File: src/rtl/fa_bist.sv
// Built-in self-test engine for a full adder: sweeps all eight {a,b,cin} vectors,
// checks s/cout against a golden model, and reports pass, error count and first failure.
module fa_bist #(
  parameter int SETTLE_CYCLES = 1,
  parameter int LOOPS         = 1
) (
  input  logic       clk,
  input  logic       rst_n,
  input  logic       start,
  output logic       dut_a,
  output logic       dut_b,
  output logic       dut_cin,
  input  logic       dut_s,
  input  logic       dut_cout,
  output logic       busy,
  output logic       done,
  output logic       pass,
  output logic [3:0] err_count,
  output logic [2:0] first_fail_vec,
  output logic       first_fail_valid
);
  // state | meaning
  // IDLE  | waiting for start; results of the last run held
  // RUN   | driving vectors and comparing responses
  // DONE  | one-cycle completion pulse, then back to IDLE
  typedef enum logic [1:0] {IDLE, RUN, DONE} state_t;

  state_t     state, state_nxt;
  logic [3:0] settle;
  logic [2:0] vec;
  logic [3:0] loop_cnt;
  logic       compare, final_cmp, mismatch;
  logic       exp_s, exp_cout;
  logic [3:0] err_nxt;

  assign {dut_a, dut_b, dut_cin} = vec;

  assign compare   = (state == RUN) && (settle == 4'(SETTLE_CYCLES - 1));
  assign final_cmp = compare && (vec == 3'd7) && (loop_cnt == 4'(LOOPS - 1));
  assign exp_s     = ^vec;
  assign exp_cout  = (vec[2] & vec[1]) | (vec[2] & vec[0]) | (vec[1] & vec[0]);
  assign mismatch  = compare && ((dut_s != exp_s) || (dut_cout != exp_cout));
  // Saturating count including the compare happening this cycle; feeds pass at the final edge.
  assign err_nxt   = (mismatch && (err_count != 4'hf)) ? err_count + 4'd1 : err_count;

  always_ff @(posedge clk or negedge rst_n) begin
    if (!rst_n) state <= IDLE;
    else        state <= state_nxt;
  end

  always_comb begin
    state_nxt = state;
    busy      = 1'b0;
    done      = 1'b0;
    case (state)
      IDLE: if (start) state_nxt = RUN;
      RUN: begin
        busy = 1'b1;
        if (final_cmp) state_nxt = DONE;
      end
      DONE: begin
        done      = 1'b1;
        state_nxt = IDLE;
      end
      default: state_nxt = IDLE;
    endcase
  end

  always_ff @(posedge clk or negedge rst_n) begin
    if (!rst_n) begin
      settle           <= '0;
      vec              <= '0;
      loop_cnt         <= '0;
      err_count        <= '0;
      first_fail_vec   <= '0;
      first_fail_valid <= 1'b0;
      pass             <= 1'b0;
    end else begin
      case (state)
        IDLE: begin
          if (start) begin
            settle           <= '0;
            vec              <= '0;
            loop_cnt         <= '0;
            err_count        <= '0;
            first_fail_vec   <= '0;
            first_fail_valid <= 1'b0;
            pass             <= 1'b0;
          end
        end
        RUN: begin
          if (compare) begin
            settle    <= '0;
            vec       <= vec + 3'd1;
            err_count <= err_nxt;
            if (mismatch && !first_fail_valid) begin
              first_fail_vec   <= vec;
              first_fail_valid <= 1'b1;
            end
            if (final_cmp) begin
              loop_cnt <= '0;
              pass     <= (err_nxt == 4'd0);
            end else if (vec == 3'd7) begin
              loop_cnt <= loop_cnt + 4'd1;
            end
          end else begin
            settle <= settle + 4'd1;
          end
        end
        default: ;
      endcase
    end
  end
endmodule
File: config.mk
export PLATFORM = sky130hd
export DESIGN_NAME = fa_bist
export DESIGN_NICKNAME = d
export VERILOG_FILES = /design/src/rtl/fa_bist.sv
export SDC_FILE = /design/constraint.sdc
export NUM_CORES = 1
export LEC_CHECK = 0
export CAP_MARGIN = 20
export CELL_PAD_IN_SITES_DETAIL_PLACEMENT = 1
export CELL_PAD_IN_SITES_GLOBAL_PLACEMENT = 2
export CORE_MARGIN = 3
export CORE_UTILIZATION = 36
export DETAILED_ROUTE_END_ITERATION = 8
export PLACE_DENSITY = 0.81
export REMOVE_ABC_BUFFERS = 1
export SETUP_SLACK_MARGIN = 0.02
export SYNTH_ARGS = -nofsm -noshare
export SYNTH_HDL_FRONTEND = slang
export SYNTH_SLANG_ARGS = --single-unit
File: constraint.sdc
create_clock -name clk -period 7.2 [get_ports clk]
set_clock_uncertainty 0.15 [all_clocks]
set_input_delay 1.44 -clock clk [delete_from_list [all_inputs] [get_ports clk]]
set_output_delay 1.44 -clock clk [all_outputs]
set_load 0.05 [all_outputs]
* After elaboration in Yosys (flattened, before gate mapping)
Index checks and enable logic that the tools add are counted.
** Cells by class
- Equal/unequal tests :: 11
- Div/mod/pow operators :: 0
- Reductions and logical operators :: 20
- Multipliers :: 0
- Shift-type cells :: 0
- Muxes and demuxes :: 28
- $lt $le $gt $ge :: 0
- Add/subtract/negate cells :: 4
- Bitwise logic cells :: 5
** Operators by type and width (number)
- 4-bit two-way mux :: 7
- 4-bit one-hot mux with 2 select lines :: 3
- 4-bit by 1-bit adder with 4-bit output (second input constant) :: 3
- 4-bit zero test :: 3
- 3-bit two-way mux :: 4
- 3-bit one-hot mux with 2 select lines :: 2
- 4-bit AND reduction :: 3
- 1-bit two-way mux :: 7
- 1-bit logical AND :: 6
- 2-bit inequality test (second input constant) :: 3
- 2-bit two-way mux :: 2
- 4-bit inequality test (second input constant) :: 1
- 1-bit one-hot mux with 2 select lines :: 2
- 2-bit one-hot mux with 2 select lines :: 1
- 2-bit AND reduction :: 2
- 3-bit by 1-bit adder with 3-bit output (second input constant) :: 1
- 1-bit AND :: 3
- 3-bit == test (second input constant) :: 1
- 3-bit by 2-bit inequality test with 1-bit output (second input constant) :: 1
- 3-bit AND reduction :: 1
- 3-bit parity :: 1
- 2-bit by 1-bit == test with 1-bit output (second input constant) :: 1
- 2-bit == test (second input constant) :: 1
- 2-bit zero test :: 1
- other kinds (6) :: 8
** Word-level totals
- Output and inout port bits :: 14
- Logic and storage cells :: 76
- Memories kept :: 0
- Latch bits :: 0
- Input bits :: 5
- Memory bits (writable) :: 0
- ROM bits :: 0
- Flip-flop bits (word level) :: 22

* Logic depth before layout (Yosys ltp)
Gate-level depths: netlist of the first run.
- Word-level depth :: 12
- Depth in mapped cells :: 7
- Gate-level depth less buffers :: 7

* Least setup slack after synthesis of the first run
OpenSTA, ideal clock, no wires.
- Path kind :: input port to flip-flop
- From :: input port dut_s
- To :: register pass
- Library setup time :: 95 ps
- Path slack :: 4434 ps
- Stages :: 5
- Data arrival time :: 2521 ps
- Buffers on the path :: 0
- Required time :: 6955 ps
- Path through :: xor2_2 -> a32oi_2 -> and2_4 -> mux2_4 -> o31ai_1
** On the way
- Longest elaborated chain between the ends :: 9
** RTL lines
- start: declaration :: line 13 : input logic dut_s,
- 1-bit inequality test :: line 42 : assign mismatch = compare && ((dut_s != exp_s) || (dut_cout != exp_cout));
- 1-bit logical OR :: line 42
- 1-bit logical AND :: line 42
- 1-bit logical AND :: line 44 : assign err_nxt = (mismatch && (err_count != 4'hf)) ? err_count + 4'd1 : err_count;
- 4-bit two-way mux :: line 44
- 4-bit zero test :: line 102 : pass <= (err_nxt == 4'd0);
- 1-bit two-way mux :: line 100 : if (final_cmp) begin
- 1-bit two-way mux :: line 92 : if (compare) begin
- 1-bit one-hot mux with 2 select lines :: line 79 : case (state)
- end signal: assignment :: line 102
- end: declaration :: line 17 : output logic pass,
Every way passes these cells. The select of a mux whose other input is x is not followed.
A chain may end at the register's enable or synchronous reset.

* Final worst setup path of the first run
- From :: register state[1]
- To :: output port busy
** On the way
- Longest elaborated chain between the ends :: 2
** RTL lines
- start: declaration :: line 28 : state_t state, state_nxt;
- start signal: assignment :: line 48 : else state <= state_nxt;
- 2-bit by 1-bit == test with 1-bit output :: line 55 : case (state)
- 1-bit two-way mux :: line 55
- end: declaration :: line 15 : output logic busy,
Every way passes these cells.

==> results.py, run 1 <==
metrics = {
    "pwr": {
        "p_sw_uw": 388,
        "clkPwrFrac_pct": 9.0,
        "vdd_drop_max_uv": 223,
        "switching_share_pct": 50.3,
        "p_per_area_mw_per_mm2": 500,
        "internal-power_uw": 384,
        "p_leak_nw": 0.688,
        "combPwrFrac_pct": 63.3,
        "totalPowerFinal_uw": 772,
        "seqPwrFrac_pct": 27.7,
    },
    "setup_path": {
        "r2r-start": "vec[2]$_DFFE_PN0P_",
        "crit_family": "buffers and inverters",
        "cp.arrival_ps": 2150,
        "critPathLaunchType": "flop",
        "rrSetupSlack_ps": 4660,
        "critPathKind": "reg -> out",
        "path_cells": "nand2b_1 > inv_2 > clkdlybuf4s50_1",
        "worstPathRequired_ps": 5610,
        "cpPeakStageDelay_ps": 830,
        "rr_endpoint": "pass$_DFFE_PN0P_",
        "cp_num_buf_inv": 2,
        "crit_path_end_kind": "output port",
        "cp_max_fo": 8,
        "r2r_cells": 7,
        "slowest_stage": "clkdlybuf4s50_1",
    },
    "clock_tree": {
        "cts_buffers": 3,
        "cts.sinks": 22,
        "cts_buffer_depth": 2,
        "cts_tree": "built",
        "postCtsSetupRepairBufs": 0,
        "clk_latency_ps": 310,
        "clk_pin_slew_worst_paths_ps": 120,
        "cts-hold-fix-buffers": 0,
        "cts_root_buf": "clkbuf_4",
        "cts_resized": 0,
        "htreeDepth": 1,
    },
    "die": {
        "die_w_um": 65.1,
        "coreArea_mm2": 0.00318,
        "die_h_um": 65.1,
        "rows": 20,
        "dieArea_mm2": 0.00423,
        "initial_core_util_pct": 39.5,
        "io_pins": 19,
    },
    "route": {
        "routedWlPerCell_um": 16.0,
        "drcViolationCount": 0,
        "vias_per_cell": 5.12,
        "ant_nets": 0,
        "dr_total_vias": 972,
        "drt_pass1_iterations": 2,
        "finalWirelength_mm": 3.03,
        "initialDrtViolationCount": 11,
    },
    "cells_and_area": {
        "post-route-util_pct": 48.6,
        "fin_area_mm2": 0.00154,
        "drive_above_1_share_pct": 12.3,
        "fillers": 378,
        "synthToLayoutAreaGrowth_pct": 22.9,
        "final_cells": 190,
        "finalNetCount": 160,
        "insertedDiodeCount": 0,
    },
    "logic_synthesis": {
        "synthDistinctLibCells": 37,
        "synth_most_common_cell": "dfrtp_1",
        "async_flop_share_pct": 100,
        "synth_top_area_share_pct": 43.8,
        "netlist_area_mm2": 0.00126,
        "synth_area_leader_cell": "dfrtp_1",
        "ys.flop_type": "dfrtp_1",
        "synth-seq-cells": 22,
        "synth-seq-area-share_pct": 43.8,
        "yosysWarningCount": 0,
        "netlist_instances": 125,
        "synth_edf_count": 0,
        "synth.area.top_cells": "dfrtp_1 44%, ha_1 7.0%, o21ai_0 4.8%",
        "synthTopCellsByCount": "22 x dfrtp_1, 16 x nand2_1, 12 x o21ai_0",
        "syn_avg_cell_area_um2": 10.0,
    },
    "sta": {
        "worst_pin_slew_ps": 639,
        "hold_slack_ps": 394,
        "setup_viol": 0,
        "slew_headroom_pct": 57.3,
        "finalSetupTns_ps": 0,
        "slew_viol_final": 0,
        "rsz0062_at_grt": "no",
        "hold_viol_final": 0,
        "min_period_ps": 3740,
        "setup_ws_ps": 3460,
        "fmax_mhz": 267,
        "finalCritPeriodShare_pct": 52.0,
    },
    "placement": {
        "place.gp.congestion": 0.819,
        "place_hpwl_mm": 2.24,
        "dp_cells": 185,
        "pre_cts_ws_ps": 3820,
        "numPortBuffers": 18,
        "placed_cell_area_mm2": 0.00148,
    },
    "grt": {
        "grt_max_degree": 23,
        "grt_pass1_wl_mm": 5.29,
        "overflow": 0,
        "grt_usage_pct": 16.4,
        "antenna_found_initial": 0,
        "grt_pass1_vias": 1102,
    },
    "job": {
        "maxCapViolations": 0,
    },
    "status": {
        "status": "finished, final reports clean",
    },
    "min_path": {
        "min_path_type": "reg -> reg",
        "hp-start": "pass$_DFFE_PN0P_",
        "holdPathStages": 2,
        "hold_path_end": "pass$_DFFE_PN0P_",
    },
}
## cells by family after synthesis
logic type | synth area share (%)
buffers and inverters | 3.59
muxes | 2.89
adders and majority gates | 8.57
and+or+nand+nor | 21.7
xor gates and xnor gates | 6.08
AOI/OAI and AO/OA | 13.3
DFF | 43.8
## sequential cells by signal, summed over array words and instances (netlist names)
| signal | flops |
|---|---|
| pass | 1 |
| first_fail_valid | 1 |
| settle | 4 |
| err_count | 4 |
| loop_cnt | 4 |
| state | 2 |
| vec | 3 |
| first_fail_vec | 3 |
## cell usage in the layout, fill, tap and decap left out, types with 2 or more instances in the layout
master	count
nand2_1	16
nor3b_1	2
nor2b_1	2
o31ai_1	4
xor2_2	2
nand3_1	9
clkdlybuf4s50_1	18
nor2_1	4
and3_1	3
nand2b_1	3
dfrtp_1	22
inv_1	8
clkbuf_4	3
ha_1	7
xnor2_1	4
o21ai_0	12
nand3b_1	2
a21o_1	3
nor3_1	2
## layout make-up
class / instances / area (um^2) / area share, %
clock buffers: 4 / 36.3 / 2.35
inverters: 9 / 33.8 / 2.19
multi-input cells: 92 / 661 / 42.8
flip-flops and latches: 22 / 551 / 35.7
well taps: 44 / 55.1 / 3.57
repair buffers: 19 / 208 / 13.5
## worst max-delay path by stage
stage,endpoint,slack (ps),depth (start not counted),start
4_1_cts,busy,3430,3,state[1]$_DFFE_PN0P_
3_3_place_gp,busy,3840,3,state[1]$_DFFE_PN0P_
2_1_floorplan,pass$_DFFE_PN0P_,4430,5,dut_s
3_5_place_dp,busy,3820,3,state[1]$_DFFE_PN0P_
5_1_grt,busy,3340,3,state[1]$_DFFE_PN0P_
6_report,busy,3460,3,state[1]$_DFFE_PN0P_
## worst register-to-register path, cell delays in order, from the launching register on
cell       delay (ps)
dfrtp_1           430
inv_1             100
fa_1              530
xor2_2            230
a2111oi_2         430
mux2i_1           280
nand3_1           100
o31ai_1           220
## power by group through the flow
stage / registers [mW] / logic, mW / clock network, mW
2_1_floorplan: 0.310 / 0.256 / 0
3_3_place_gp: 0.213 / 0.478 / 0
3_5_place_dp: 0.216 / 0.490 / 0
4_1_cts: 0.215 / 0.493 / 0.0736
5_1_grt: 0.224 / 0.532 / 0.0788
6_report: 0.214 / 0.489 / 0.0697
## routing by layer
layer	global-route usage [%]	routed length, um	share of wire [%]	up-vias
li1	-	-	-	470
met2	28.4	1530	50	16
met5	0	0	0	-
met1	20.2	1390	46	481
met3	3.29	75	2.5	5
met4	5.44	41	1.4	0
(Power assumes the default switching activity.)
==> run 2, diff against run 1 <==
Settings changed: CORE_UTILIZATION 36 to 33, PLACE_DENSITY 0.81 to 0.75.
Clock period 7.2 ns to 3.5 ns, I/O delays scaled along.
==> results.py, run 2 (synthesized netlist as in run 1, its figures left out) <==
metrics = {
    "sta": {
        "slew_viol_final": 0,
        "setup_ws_ps": 562,
        "hold_viol_final": 0,
        "slew_headroom_pct": 55.1,
        "finalCritPeriodShare_pct": 83.9,
        "worst_pin_slew_ps": 672,
        "setup_viol": 0,
        "rsz0062_at_grt": "no",
        "finalSetupTns_ps": 0,
        "hold_slack_ps": 373,
        "fmax_mhz": 340,
        "min_period_ps": 2940,
    },
    "pwr": {
        "seqPwrFrac_pct": 27.3,
        "internal-power_uw": 804,
        "combPwrFrac_pct": 62.6,
        "totalPowerFinal_mw": 1.60,
        "vdd_drop_max_uv": 646,
        "clkPwrFrac_pct": 10.0,
        "switching_share_pct": 49.8,
        "p_sw_uw": 799,
        "p_leak_nw": 0.680,
        "p_per_area_mw_per_mm2": 1050,
    },
    "setup_path": {
        "critPathKind": "reg -> out",
        "cp_max_fo": 8,
        "crit_path_end_kind": "output port",
        "critPathLaunchType": "flop",
        "cp.arrival_ps": 2090,
        "worstPathRequired_ps": 2650,
    },
    "clock_tree": {
        "cts_resized": 0,
        "cts_buffers": 3,
        "cts-hold-fix-buffers": 0,
        "cts_tree": "built",
        "clk_pin_slew_worst_paths_ps": 70,
        "cts_root_buf": "clkbuf_8",
        "cts_buffer_depth": 2,
        "cts.sinks": 22,
        "postCtsSetupRepairBufs": 0,
        "clk_latency_ps": 270,
        "htreeDepth": 1,
    },
    "die": {
        "dieArea_mm2": 0.00458,
        "io_pins": 19,
        "initial_core_util_pct": 35.9,
        "die_h_um": 67.7,
        "coreArea_mm2": 0.00349,
        "rows": 21,
        "die_w_um": 67.7,
    },
    "cells_and_area": {
        "synthToLayoutAreaGrowth_pct": 21.9,
        "most-common-layout-cells": "22 x dfrtp_1, 18 x clkdlybuf4s50_1, 16 x nand2_1, 12 x o21ai_0, 9 x nand3_1",
        "largestRegisters": "err_count (4), loop_cnt (4), settle (4)",
        "final_common_cell": "dfrtp_1",
        "drive_above_1_share_pct": 11.7,
        "final_cells": 191,
        "insertedDiodeCount": 0,
        "finalNetCount": 160,
    },
    "placement": {
        "dp_cells": 188,
        "pre_cts_ws_ps": 863,
        "place_hpwl_mm": 2.34,
        "place.gp.congestion": 0.870,
        "numPortBuffers": 18,
    },
    "route": {
        "routedWlPerCell_um": 16.2,
        "dr_total_vias": 985,
        "drt_pass1_iterations": 4,
        "vias_per_cell": 5.16,
        "finalWirelength_mm": 3.09,
        "ant_nets": 0,
        "initialDrtViolationCount": 19,
        "drcViolationCount": 0,
    },
    "grt": {
        "grt_pass1_wl_mm": 5.60,
        "grt_max_degree": 23,
        "grt_pass1_vias": 1156,
        "grt_usage_pct": 16.8,
        "antenna_found_initial": 0,
        "overflow": 0,
    },
    "status": {
        "status": "finished, final reports clean",
    },
    "min_path": {
        "min_path_type": "reg -> reg",
    },
    "job": {
        "maxCapViolations": 0,
    },
}
==> run 2: cell count changes in the layout (fill, tap and decap cells not counted) <==
cell	before	now
clkbuf_8	1	3
clkbuf_4	3	0
buf_4	0	1
buf_16	1	0
==> run 2: cell type report <==
class	instances	area [um^2]
Multi-Input combinational cell	92	661
Inverter	9	33.8
Timing Repair Buffer	19	188
Sequential cell	22	551
Tap cell	46	57.6
Clock buffer	3	41.3
Fill cell	405	1960
==> run 2: critical path, cell delays in order, from the launching register on <==
cell and delay, ps:
dfrtp_1 440, nand2b_1 330, inv_2 210, clkdlybuf4s50_1 840
==> run 2: worst paths after layout <==
check | depth (start not counted) | end | from | slack, ps
worst min register to register | 2 | pass$_DFFE_PN0P_ | pass$_DFFE_PN0P_ | 370
worst max-delay path | 3 | busy | state[1]$_DFFE_PN0P_ | 560
max in group asynchronous | 2 | err_count[1]$_DFFE_PN0P_ | rst_n | 2340
worst max register to register | 7 | pass$_DFFE_PN0P_ | vec[2]$_DFFE_PN0P_ | 1010
min in group asynchronous | 2 | loop_cnt[1]$_DFFE_PN0P_ | rst_n | 630
worst min-delay path | 2 | pass$_DFFE_PN0P_ | pass$_DFFE_PN0P_ | 370
==> run 2: stage by stage <==
step | util, % | instance area (um^2)
after global routing | 43.8 | 1530
after global placement | 42.6 | 1490
after CTS | 43.8 | 1530
after detailed placement | 42.6 | 1490
after floorplan | - | 1240
final | 43.8 | 1530
==> run 2: per-layer routing <==
layer	wire length, um	track usage [%]	vias up
met5	0	0	-
met4	41	5.32	0
met3	106	3.99	5
met2	1560	30.3	16
met1	1380	19.3	491
li1	-	-	473
==> run 2: power groups by stage <==
stage          logic (mW)  clock network (mW)  registers [mW]
6_report             1.00               0.161           0.438
2_1_floorplan       0.526                   0           0.637
3_5_place_dp         1.01                   0           0.447
5_1_grt              1.11               0.182           0.460
4_1_cts              1.02               0.166           0.442
3_3_place_gp        0.985                   0           0.439
==> run 3, diff against run 2 <==
Clock period 3.5 ns to 2.8 ns, I/O delays scaled along.
==> results.py, run 3 (synthesized netlist as in run 1, its figures left out) <==
metrics = {
    "pwr": {
        "vdd_drop_max_uv": 592,
        "p_per_area_mw_per_mm2": 1300,
        "p_leak_nw": 0.691,
    },
    "clock_tree": {
        "cts.sinks": 22,
        "clk_latency_ps": 260,
        "postCtsSetupRepairBufs": 0,
        "cts_root_buf": "clkbuf_8",
        "htreeDepth": 1,
        "cts-hold-fix-buffers": 0,
        "cts_buffers": 3,
        "clk_pin_slew_worst_paths_ps": 80,
        "cts_buffer_depth": 2,
        "cts_tree": "built",
        "cts_resized": 0,
    },
    "route": {
        "highest_layer": "met4",
        "drcViolationCount": 0,
        "met3_length_um": 126,
        "met2WireLength_mm": 1.49,
        "initialDrtViolationCount": 19,
        "dr_total_vias": 978,
        "wl_met1_mm": 1.37,
        "finalWirelength_mm": 3.01,
        "routedWlPerCell_um": 15.6,
        "vias_per_cell": 5.07,
        "drt_pass1_iterations": 4,
        "ant_nets": 0,
    },
    "sta": {
        "fmax_mhz": 404,
        "worst_pin_slew_ps": 512,
        "finalCritPeriodShare_pct": 88.4,
        "finalSetupTns_ps": 0,
        "min_period_ps": 2480,
        "hold_viol_final": 0,
        "slew_headroom_pct": 65.8,
        "setup_viol": 0,
        "slew_viol_final": 0,
        "rsz0062_at_grt": "no",
    },
    "setup_path": {
        "crit_path_end_kind": "flop",
        "cp_max_fo": 4,
        "critPathKind": "reg -> reg",
        "critPathLaunchType": "flop",
        "path_cells": "inv_1 > fa_1 > xor2_2 > a32oi_2 > and2_4 > mux2_4 > o31ai_1",
        "cp.arrival_ps": 2500,
        "slowest_stage": "fa_1",
        "worstPathRequired_ps": 2820,
        "cpPeakStageDelay_ps": 500,
    },
    "min_path": {
        "min_path_type": "reg -> reg",
    },
    "grt": {
        "overflow": 0,
        "grt_pass1_wl_mm": 5.25,
        "grt_pass1_vias": 1088,
        "grt_max_degree": 23,
        "antenna_found_initial": 0,
        "grt_usage_pct": 15.5,
    },
    "placement": {
        "numPortBuffers": 18,
        "place_hpwl_mm": 2.29,
        "place.gp.congestion": 0.759,
        "dp_cells": 190,
    },
    "cells_and_area": {
        "finalNetCount": 162,
        "synthToLayoutAreaGrowth_pct": 22.9,
        "post-route-util_pct": 44.2,
        "drive_above_1_share_pct": 13.6,
        "largestRegisters": "err_count (4), loop_cnt (4), settle (4)",
        "insertedDiodeCount": 0,
        "fillers": 410,
        "most-common-layout-cells": "22 x dfrtp_1, 17 x clkdlybuf4s50_1, 16 x nand2_1, 12 x o21ai_0, 9 x nand3_1",
        "final_cells": 193,
        "final_common_cell": "dfrtp_1",
    },
    "die": {
        "rows": 21,
        "die_w_um": 67.7,
        "dieArea_mm2": 0.00458,
        "initial_core_util_pct": 35.9,
        "io_pins": 19,
        "die_h_um": 67.7,
        "coreArea_mm2": 0.00349,
    },
    "status": {
        "status": "finished, final reports clean",
    },
    "job": {
        "maxCapViolations": 0,
    },
}
run 3: per-stage QoR:
| stage | area [um^2] | hold slack, ps | setup slack [ps] | power (mW) |
|---|---|---|---|---|
| final | 1540 | 377 | 324 | 2.00 |
| after global routing | 1540 | 416 | 116 | 2.19 |
| after CTS | 1540 | 384 | 297 | 2.04 |
| after detailed placement | 1500 | 362 | 325 | 1.83 |
| after global placement | 1500 | 363 | 343 | 1.79 |
| after floorplan | 1240 | 114 | 91.6 | 1.45 |
run 3: worst paths after layout:
check | startpoint | to | slack [ps] | cells past startpoint
setup / recovery | vec[1]$_DFFE_PN0P_ | pass$_DFFE_PN0P_ | 320 | 7
min in group asynchronous | rst_n | settle[3]$_DFFE_PN0P_ | 500 | 2
hold / removal | first_fail_valid$_DFFE_PN0P_ | first_fail_valid$_DFFE_PN0P_ | 380 | 1
max in group asynchronous | rst_n | err_count[0]$_DFFE_PN0P_ | 1770 | 2
setup reg to reg | vec[1]$_DFFE_PN0P_ | pass$_DFFE_PN0P_ | 320 | 7
hold reg to reg | first_fail_valid$_DFFE_PN0P_ | first_fail_valid$_DFFE_PN0P_ | 380 | 1
run 3: cell type report:
cell class | instances | area [um^2] | share of cell area [%]
clock buffers | 3 | 41.3 | 2.67
inverters | 9 | 33.8 | 2.19
multi-input cells | 92 | 661 | 42.8
flip-flops and latches | 22 | 551 | 35.7
well taps | 46 | 57.6 | 3.73
repair buffers | 21 | 200 | 13.0
run 3: critical path, delay by kind of cell (launching register included):
kind	cells	cell delay, ps
and+or+nand+nor	1	200
xor gates and xnor gates	1	220
DFF	1	420
AOI/OAI and AO/OA	2	500
buffers and inverters	1	90
muxes	1	300
adders and majority gates	1	500
run 3: per-layer routing:
layer / track usage (%) / vias up
met4: 5.57 / 0
li1: - / 477
met2: 26.4 / 23
met5: 0 / -
met1: 19.5 / 474
met3: 3.00 / 4
run 3: power by group:
group	switching, mW	total [mW]	leakage, nW	internal, mW
registers	0.110	0.539	0.282	0.429
logic	0.777	1.26	0.387	0.487
clock network	0.103	0.199	0.0216	0.0961
